==> src/rtl/npc_predict_if.sv <==
// Fetch/execute bus of the next-PC predictor.
//   master: pipeline side. It drives fetch_pc and the res_* resolve fields,
//           and it receives the prediction and redirect results.
//   slave : npc_predict. It receives lookups and resolves, and it returns
//           pred_pc, pred_taken, pred_hit, redirect and redirect_pc.
interface npc_predict_if;
    logic [31:0] fetch_pc;
    logic [31:0] pred_pc;
    logic        pred_taken;
    logic        pred_hit;
    logic        res_valid;
    logic [1:0]  res_kind;
    logic [31:0] res_pc;
    logic        res_taken;
    logic [31:0] res_target;
    logic        res_pred_taken;
    logic [31:0] res_pred_target;
    logic        redirect;
    logic [31:0] redirect_pc;

    modport master (
        output fetch_pc, res_valid, res_kind, res_pc, res_taken, res_target,
               res_pred_taken, res_pred_target,
        input  pred_pc, pred_taken, pred_hit, redirect, redirect_pc
    );

    modport slave (
        input  fetch_pc, res_valid, res_kind, res_pc, res_taken, res_target,
               res_pred_taken, res_pred_target,
        output pred_pc, pred_taken, pred_hit, redirect, redirect_pc
    );
endinterface

==> src/rtl/npc_predict.sv <==
// Next-PC unit with a direct-mapped BTB and 2-bit saturating counters.
// The fetch lookup and the execute resolve/redirect are both combinational.
// BTB updates and the statistics counters are registered.
// Ports:
//   clk, rst_n      clock and asynchronous active-low reset
//   bus (slave)     fetch lookup, resolve inputs, prediction and redirect
//   stat_clear      synchronous clear of the statistics counters
//   uncond_cnt      saturating count of kind 10/11 resolves
//   cond_cnt        saturating count of kind 01 resolves
//   cond_taken_cnt  saturating count of taken kind 01 resolves
//   mispred_cnt     saturating count of redirects
module npc_predict #(
    parameter int unsigned ENTRIES    = 16,
    parameter int unsigned CNT_W      = 16,
    parameter logic [1:0]  INIT_CTR   = 2'b01,
    parameter bit          JR_PREDICT = 1'b1
) (
    input  logic             clk,
    input  logic             rst_n,
    npc_predict_if.slave     bus,
    input  logic             stat_clear,
    output logic [CNT_W-1:0] uncond_cnt,
    output logic [CNT_W-1:0] cond_cnt,
    output logic [CNT_W-1:0] cond_taken_cnt,
    output logic [CNT_W-1:0] mispred_cnt
);
    localparam int unsigned IDX_W = $clog2(ENTRIES);
    localparam int unsigned TAG_W = 32 - IDX_W - 2;

    logic             valid_q  [ENTRIES];
    logic [TAG_W-1:0] tag_q    [ENTRIES];
    logic [31:0]      target_q [ENTRIES];
    logic             uncond_q [ENTRIES];
    logic [1:0]       ctr_q    [ENTRIES];

    logic [IDX_W-1:0] f_idx, r_idx;
    logic [TAG_W-1:0] f_tag, r_tag;
    logic             r_hit;
    logic             act_taken;
    logic [31:0]      act_pc;
    logic             mispredict;

    logic             wr_en;
    logic             wr_valid;
    logic             wr_uncond;
    logic [1:0]       wr_ctr;
    logic [31:0]      wr_target;

    assign f_idx = bus.fetch_pc[IDX_W+1:2];
    assign f_tag = bus.fetch_pc[31:IDX_W+2];
    assign r_idx = bus.res_pc[IDX_W+1:2];
    assign r_tag = bus.res_pc[31:IDX_W+2];

    // Fetch lookup; sees pre-update contents when the same index is written this cycle
    always_comb begin
        bus.pred_hit   = rst_n && valid_q[f_idx] && (tag_q[f_idx] == f_tag);
        bus.pred_taken = bus.pred_hit && (uncond_q[f_idx] || ctr_q[f_idx][1]);
        bus.pred_pc    = bus.pred_taken ? target_q[f_idx] : bus.fetch_pc + 32'd4;
    end

    // Resolve: actual outcome versus the prediction that travelled with the instruction
    always_comb begin
        unique case (bus.res_kind)
            2'b00:   act_taken = 1'b0;
            2'b01:   act_taken = bus.res_taken;
            default: act_taken = 1'b1;
        endcase
        act_pc     = act_taken ? bus.res_target : bus.res_pc + 32'd4;
        mispredict = (bus.res_pred_taken != act_taken) ||
                     (act_taken && (bus.res_pred_target != bus.res_target));
        bus.redirect    = rst_n && bus.res_valid && mispredict;
        bus.redirect_pc = act_pc;
    end

    assign r_hit = valid_q[r_idx] && (tag_q[r_idx] == r_tag);

    // BTB write decision for the resolving instruction's slot
    always_comb begin
        wr_en     = 1'b0;
        wr_valid  = valid_q[r_idx];
        wr_uncond = uncond_q[r_idx];
        wr_ctr    = ctr_q[r_idx];
        wr_target = target_q[r_idx];
        if (bus.res_valid) begin
            unique case (bus.res_kind)
                2'b01: begin
                    if (r_hit) begin
                        wr_en = 1'b1;
                        if (bus.res_taken) begin
                            wr_target = bus.res_target;
                            if (wr_ctr != 2'b11) wr_ctr = wr_ctr + 2'd1;
                        end else if (wr_ctr != 2'b00) begin
                            wr_ctr = wr_ctr - 2'd1;
                        end
                    end else if (bus.res_taken) begin
                        wr_en     = 1'b1;
                        wr_valid  = 1'b1;
                        wr_uncond = 1'b0;
                        wr_ctr    = 2'b10;
                        wr_target = bus.res_target;
                    end
                end
                2'b10, 2'b11: begin
                    if (bus.res_kind == 2'b10 || JR_PREDICT) begin
                        wr_en     = 1'b1;
                        wr_valid  = 1'b1;
                        wr_uncond = 1'b1;
                        wr_ctr    = 2'b11;
                        wr_target = bus.res_target;
                    end
                end
                default: begin
                    // A non-branch that hits has aliased onto a stale entry
                    if (r_hit) begin
                        wr_en    = 1'b1;
                        wr_valid = 1'b0;
                    end
                end
            endcase
        end
    end

    // BTB storage
    always_ff @(posedge clk or negedge rst_n) begin
        if (!rst_n) begin
            for (int unsigned i = 0; i < ENTRIES; i++) begin
                valid_q[IDX_W'(i)]  <= 1'b0;
                tag_q[IDX_W'(i)]    <= '0;
                target_q[IDX_W'(i)] <= '0;
                uncond_q[IDX_W'(i)] <= 1'b0;
                ctr_q[IDX_W'(i)]    <= INIT_CTR;
            end
        end else if (wr_en) begin
            valid_q[r_idx]  <= wr_valid;
            tag_q[r_idx]    <= r_tag;
            target_q[r_idx] <= wr_target;
            uncond_q[r_idx] <= wr_uncond;
            ctr_q[r_idx]    <= wr_ctr;
        end
    end

    function automatic logic [CNT_W-1:0] sat_inc(input logic [CNT_W-1:0] v);
        return (&v) ? v : v + CNT_W'(1);
    endfunction

    // Statistics; clear wins over a same-cycle increment
    always_ff @(posedge clk or negedge rst_n) begin
        if (!rst_n) begin
            uncond_cnt     <= '0;
            cond_cnt       <= '0;
            cond_taken_cnt <= '0;
            mispred_cnt    <= '0;
        end else if (stat_clear) begin
            uncond_cnt     <= '0;
            cond_cnt       <= '0;
            cond_taken_cnt <= '0;
            mispred_cnt    <= '0;
        end else if (bus.res_valid) begin
            if (bus.res_kind[1]) uncond_cnt <= sat_inc(uncond_cnt);
            if (bus.res_kind == 2'b01) begin
                cond_cnt <= sat_inc(cond_cnt);
                if (bus.res_taken) cond_taken_cnt <= sat_inc(cond_taken_cnt);
            end
            if (bus.redirect) mispred_cnt <= sat_inc(mispred_cnt);
        end
    end
endmodule

==> src/flat_wrapper.sv <==
// flat-port wrapper written by rule: the top's interface ports become plain ports
module npc_predict_flat 
#(
    parameter int unsigned ENTRIES    = 16,
    parameter int unsigned CNT_W      = 16,
    parameter logic [1:0]  INIT_CTR   = 2'b01,
    parameter bit          JR_PREDICT = 1'b1
)
  (clk, rst_n, stat_clear, uncond_cnt, cond_cnt, cond_taken_cnt, mispred_cnt, bus_fetch_pc, bus_res_valid, bus_res_kind, bus_res_pc, bus_res_taken, bus_res_target, bus_res_pred_taken, bus_res_pred_target, bus_pred_pc, bus_pred_taken, bus_pred_hit, bus_redirect, bus_redirect_pc);
  npc_predict_if bus_i ();
  input  logic clk;
  input  logic rst_n;
  input  logic stat_clear;
  output logic [CNT_W-1:0] uncond_cnt;
  output logic [CNT_W-1:0] cond_cnt;
  output logic [CNT_W-1:0] cond_taken_cnt;
  output logic [CNT_W-1:0] mispred_cnt;
  input wire logic [$bits(bus_i.fetch_pc)-1:0] bus_fetch_pc;
  input wire logic [$bits(bus_i.res_valid)-1:0] bus_res_valid;
  input wire logic [$bits(bus_i.res_kind)-1:0] bus_res_kind;
  input wire logic [$bits(bus_i.res_pc)-1:0] bus_res_pc;
  input wire logic [$bits(bus_i.res_taken)-1:0] bus_res_taken;
  input wire logic [$bits(bus_i.res_target)-1:0] bus_res_target;
  input wire logic [$bits(bus_i.res_pred_taken)-1:0] bus_res_pred_taken;
  input wire logic [$bits(bus_i.res_pred_target)-1:0] bus_res_pred_target;
  output wire logic [$bits(bus_i.pred_pc)-1:0] bus_pred_pc;
  output wire logic [$bits(bus_i.pred_taken)-1:0] bus_pred_taken;
  output wire logic [$bits(bus_i.pred_hit)-1:0] bus_pred_hit;
  output wire logic [$bits(bus_i.redirect)-1:0] bus_redirect;
  output wire logic [$bits(bus_i.redirect_pc)-1:0] bus_redirect_pc;
  assign bus_i.fetch_pc = bus_fetch_pc;
  assign bus_i.res_valid = bus_res_valid;
  assign bus_i.res_kind = bus_res_kind;
  assign bus_i.res_pc = bus_res_pc;
  assign bus_i.res_taken = bus_res_taken;
  assign bus_i.res_target = bus_res_target;
  assign bus_i.res_pred_taken = bus_res_pred_taken;
  assign bus_i.res_pred_target = bus_res_pred_target;
  assign bus_pred_pc = bus_i.pred_pc;
  assign bus_pred_taken = bus_i.pred_taken;
  assign bus_pred_hit = bus_i.pred_hit;
  assign bus_redirect = bus_i.redirect;
  assign bus_redirect_pc = bus_i.redirect_pc;
  npc_predict #(.ENTRIES(ENTRIES), .CNT_W(CNT_W), .INIT_CTR(INIT_CTR), .JR_PREDICT(JR_PREDICT)) u_core (.clk(clk), .rst_n(rst_n), .bus(bus_i), .stat_clear(stat_clear), .uncond_cnt(uncond_cnt), .cond_cnt(cond_cnt), .cond_taken_cnt(cond_taken_cnt), .mispred_cnt(mispred_cnt));
endmodule
==> config.mk <==
export PLATFORM = sky130hd
export DESIGN_NAME = npc_predict_flat
export DESIGN_NICKNAME = d
export VERILOG_FILES = /design/src/rtl/npc_predict_if.sv /design/src/rtl/npc_predict.sv /design/src/flat_wrapper.sv
export SDC_FILE = /design/constraint.sdc
export NUM_CORES = 2
export LEC_CHECK = 0
export BUFFER_PORTS_ARGS = -buffer_cell sky130_fd_sc_hd__buf_4
export CAP_MARGIN = 20
export CORE_MARGIN = 4
export CORE_UTILIZATION = 60
export DETAILED_ROUTE_END_ITERATION = 8
export PLACE_DENSITY = 0.78
export SLEW_MARGIN = 20
export SYNTH_ARGS = -nofsm -noshare
export SYNTH_HDL_FRONTEND = slang
export SYNTH_SLANG_ARGS = --single-unit
==> constraint.sdc <==
create_clock -name clk -period 7.6 [get_ports clk]
set_input_delay 1.14 -clock clk [delete_from_list [all_inputs] [get_ports clk]]
set_output_delay 1.14 -clock clk [all_outputs]
set_load 0.005 [all_outputs]
==> metrics <==
top_reg_cell synth=dfrtp_1; CP Cell Sequence=buf_8, buf_4, mux4_2, mux4_2, xnor2_1, nand4_1, nor4_1, nand4_1, nor4_4, buf_4, mux2_2, buf_4; Final TNS setup=0 ns; Synth Area in Adders=less than 1%; final worst slack=0.751 ns; YS warnings=0; Most common cell on crit path=buf_4; f_max=about 0.15 GHz; largest family of logic cells by synthesized area=multiplexers; Post-CTS Hold Fix Bufs=0; IO Pins=267; max incr delay on CP=0.57 ns; wire per inst=about 33 um; startpoint types=input port; initial antenna violation count=13; CTS buffer count=~110; pre-CTS WS=roughly 0.7 ns; vias=between 30000 and 40000; port bufs=between 200 and 300; Min Hold Slack=0.378 ns; status=completed; post-synthesis xor/xnor area fraction=roughly 2.7%; Worst Reg2Reg Path Length in Cells=11; final setup fails=0; global route overflow=0; layout cells sized above 1=48.5%; data required time of the worst path=6.46 ns; first-pass GRT wire length=267 mm; Initial Util=roughly three fifths; launching point of the worst reg2reg path=u_core.tag_q[30]; skew final=between 0.02 and 0.03 ns; Area Growth Syn to Fin=11.2%; GRT met3 Usage=between 10% and 20%; H-Tree Depth=3; gr usage total=35.0%; post-synthesis simple-gate area fraction=approximately 4.0%; worst reg2reg path endpoint=u_core.tag_q[57]; vias in the first global route=40200; largest net degree at the start of global routing=169; PwrDens=roughly 260 nW/um^2; Non-Filler Cell Area, Final=65500 um^2; drc violations=0; Synth Area in Compound Gates=under 10%; GP Congestion=between 0.9 and 1; CP max-delay cell=buf_4; Seq/Total Area, Yosys=around 45%; RSZ-0062 raised after global routing=false; IR drop worst, VDD=~0.21 mV; arrival time worst endpoint=between 5 and 6 ns; crit path to=bus_pred_pc[9]; flop-to-flop setup slack=between 2 and 3 ns; Relative slew margins=between 10% and 20%; most used routing layer=met2; CTS tree=done; die area=a little over 100000 um^2; Syn Nets=around 4200; CP Capture Type=output pin; critical path type=in -> out; Worst Setup SP=bus_fetch_pc[2]; Post-CTS Resized=0; detailed-placement wirelength estimate=roughly 110 mm; worst skew pair latency=slightly above 0.7 ns; drt total wl=around 180 mm; post-synth cell types=roughly 60; Yosys reg bits=about 1100; Final Max Slew Viols=0; Core Box Area=just under 100000 um^2; Max Buffers Root-to-Sink=3; met1 GRT Util=47.0%; die width=about 320 um; Final period util=approximately nine tenths; mux contribution to synthesized area=between 40 and 50%; ANT nets after route=0; initial drt markers=roughly 4600; die height=roughly 320 um; Tmin final=6.85 ns; Root Driver=clkbuf_16; Worst Path Buf+Inv=4; Post-Syn Area per Cell=around 15 um^2; Post-DP Area=61500 um^2; global routing usage on met2=a little over half; measured slew at the worst slew-check pin=approximately 1.3 ns; post-layout util=about two thirds; # nets final=around 4300; max_cap viols=0; TritonCTS Sinks=between 1000 and 1500; FFs w/ async S/R, synth=between 90% and 100%; Placement Rows=~110; Worst path depth=12; Post CTS Setup Buffer Count=0; Largest delay share family, worst path=buffers and inverters; synthesized area=58900 um^2; First-pass DRT Iterations=6; via/cell ratio=7.17; clk slew on worst S/H paths=about 0.06 ns; Post-synth EDFFs=0; Mapped Cells=approximately 4000; critical path peak fanout=42; static leakage power=between 20 and 30 nW; Final Hold Violating Endpoints=0; Hold WC Path Type=in -> async
==> where the power goes <==
group	leakage (nW)	total, W	internal (W)	switching [W]
Sequential	13.8	0.00758	0.00674	0.000842
Combinational	12.9	0.00374	0.00215	0.00158
Clock	1.95	0.00589	0.00350	0.00239
==> layer usage <==
| layer | share of wire, % | up-vias |
|---|---|---|
| met3 | 12 | 502 |
| met4 | 4.7 | 18 |
| met5 | 0.058 | - |
| met1 | 37 | 21000 |
| li1 | - | 15600 |
| met2 | 46 | 2351 |
==> metrics by stage <==
step,total power (W),instances
floorplan,0.0101,4036
global placement,0.0111,5296
detailed placement,0.0113,5296
CTS,0.0172,5506
global route,0.0178,5506
finish,0.0172,5509
==> cell usage after synthesis (all sizes together) (20+ instances only) <==
cell type | instances | area [um^2]
dfrtp | 1040 | 26000
mux2 | 1011 | 11400
mux4 | 525 | 11800
clkbuf | 192 | 721
buf | 180 | 1280
nor2 | 127 | 603
mux2i | 126 | 1260
nand2 | 113 | 424
xor2 | 109 | 955
o21ai | 79 | 399
xnor2 | 74 | 648
a21oi | 60 | 300
nand3 | 52 | 260
nand4 | 36 | 225
a22oi | 31 | 233
nor3 | 27 | 135
and3 | 25 | 156
a211oi | 24 | 193
inv | 24 | 90.1
nor2b | 22 | 138
or3 | 20 | 125
==> how the worst min path moves through the flow <==
stage,start,to,slack [ns],cells past startpoint
after floorplan,u_core.ctr_q[26],u_core.ctr_q[26],0.44,2
after global placement,u_core.ctr_q[30],u_core.ctr_q[30],0.45,2
after detailed placement,u_core.ctr_q[26],u_core.ctr_q[26],0.45,2
after CTS,rst_n,u_core.target_q[496],0.37,1
after global routing,rst_n,u_core.target_q[80],0.41,1
final,rst_n,u_core.target_q[112],0.38,1
==> cell type report <==
class / instances / area [um^2]
Inverter: 25 / 93.8
Antenna cell: 3 / 7.51
Timing Repair Buffer: 356 / 2950
Multi-Input combinational cell: 2583 / 30400
Sequential cell: 1056 / 26400
Fill cell: 6723 / 31500
Tap cell: 1276 / 1600
Clock inverter: 55 / 743
Clock buffer: 155 / 3210
==> placed cells by master (no fill, tap or decap), types with 78 or more instances in the layout <==
cell type,instances
dfrtp_1,1040
xor2_1,109
mux2_1,80
nand2_1,108
clkbuf_16,112
nor2_1,114
o21ai_0,78
mux2_2,931
mux2i_1,126
mux4_2,525
buf_4,331
==> cells by family after synthesis <==
group,count (synthesis)
xor+xnor,183
flops,1056
simple gates,456
mux,1662
compound gates,273
fa+ha+maj,9
buf+inv,397
==> state kept, by name, indices dropped and copies added (netlist names) <==
| register | flops |
|---|---|
| u_core.ctr_q | 32 |
| u_core.cond_cnt | 16 |
| u_core.target_q | 512 |
| u_core.cond_taken_cnt | 16 |
| u_core.uncond_q | 16 |
| u_core.uncond_cnt | 16 |
| u_core.valid_q | 16 |
| u_core.tag_q | 416 |
| u_core.mispred_cnt | 16 |
Power figures use the tool's default switching activity.
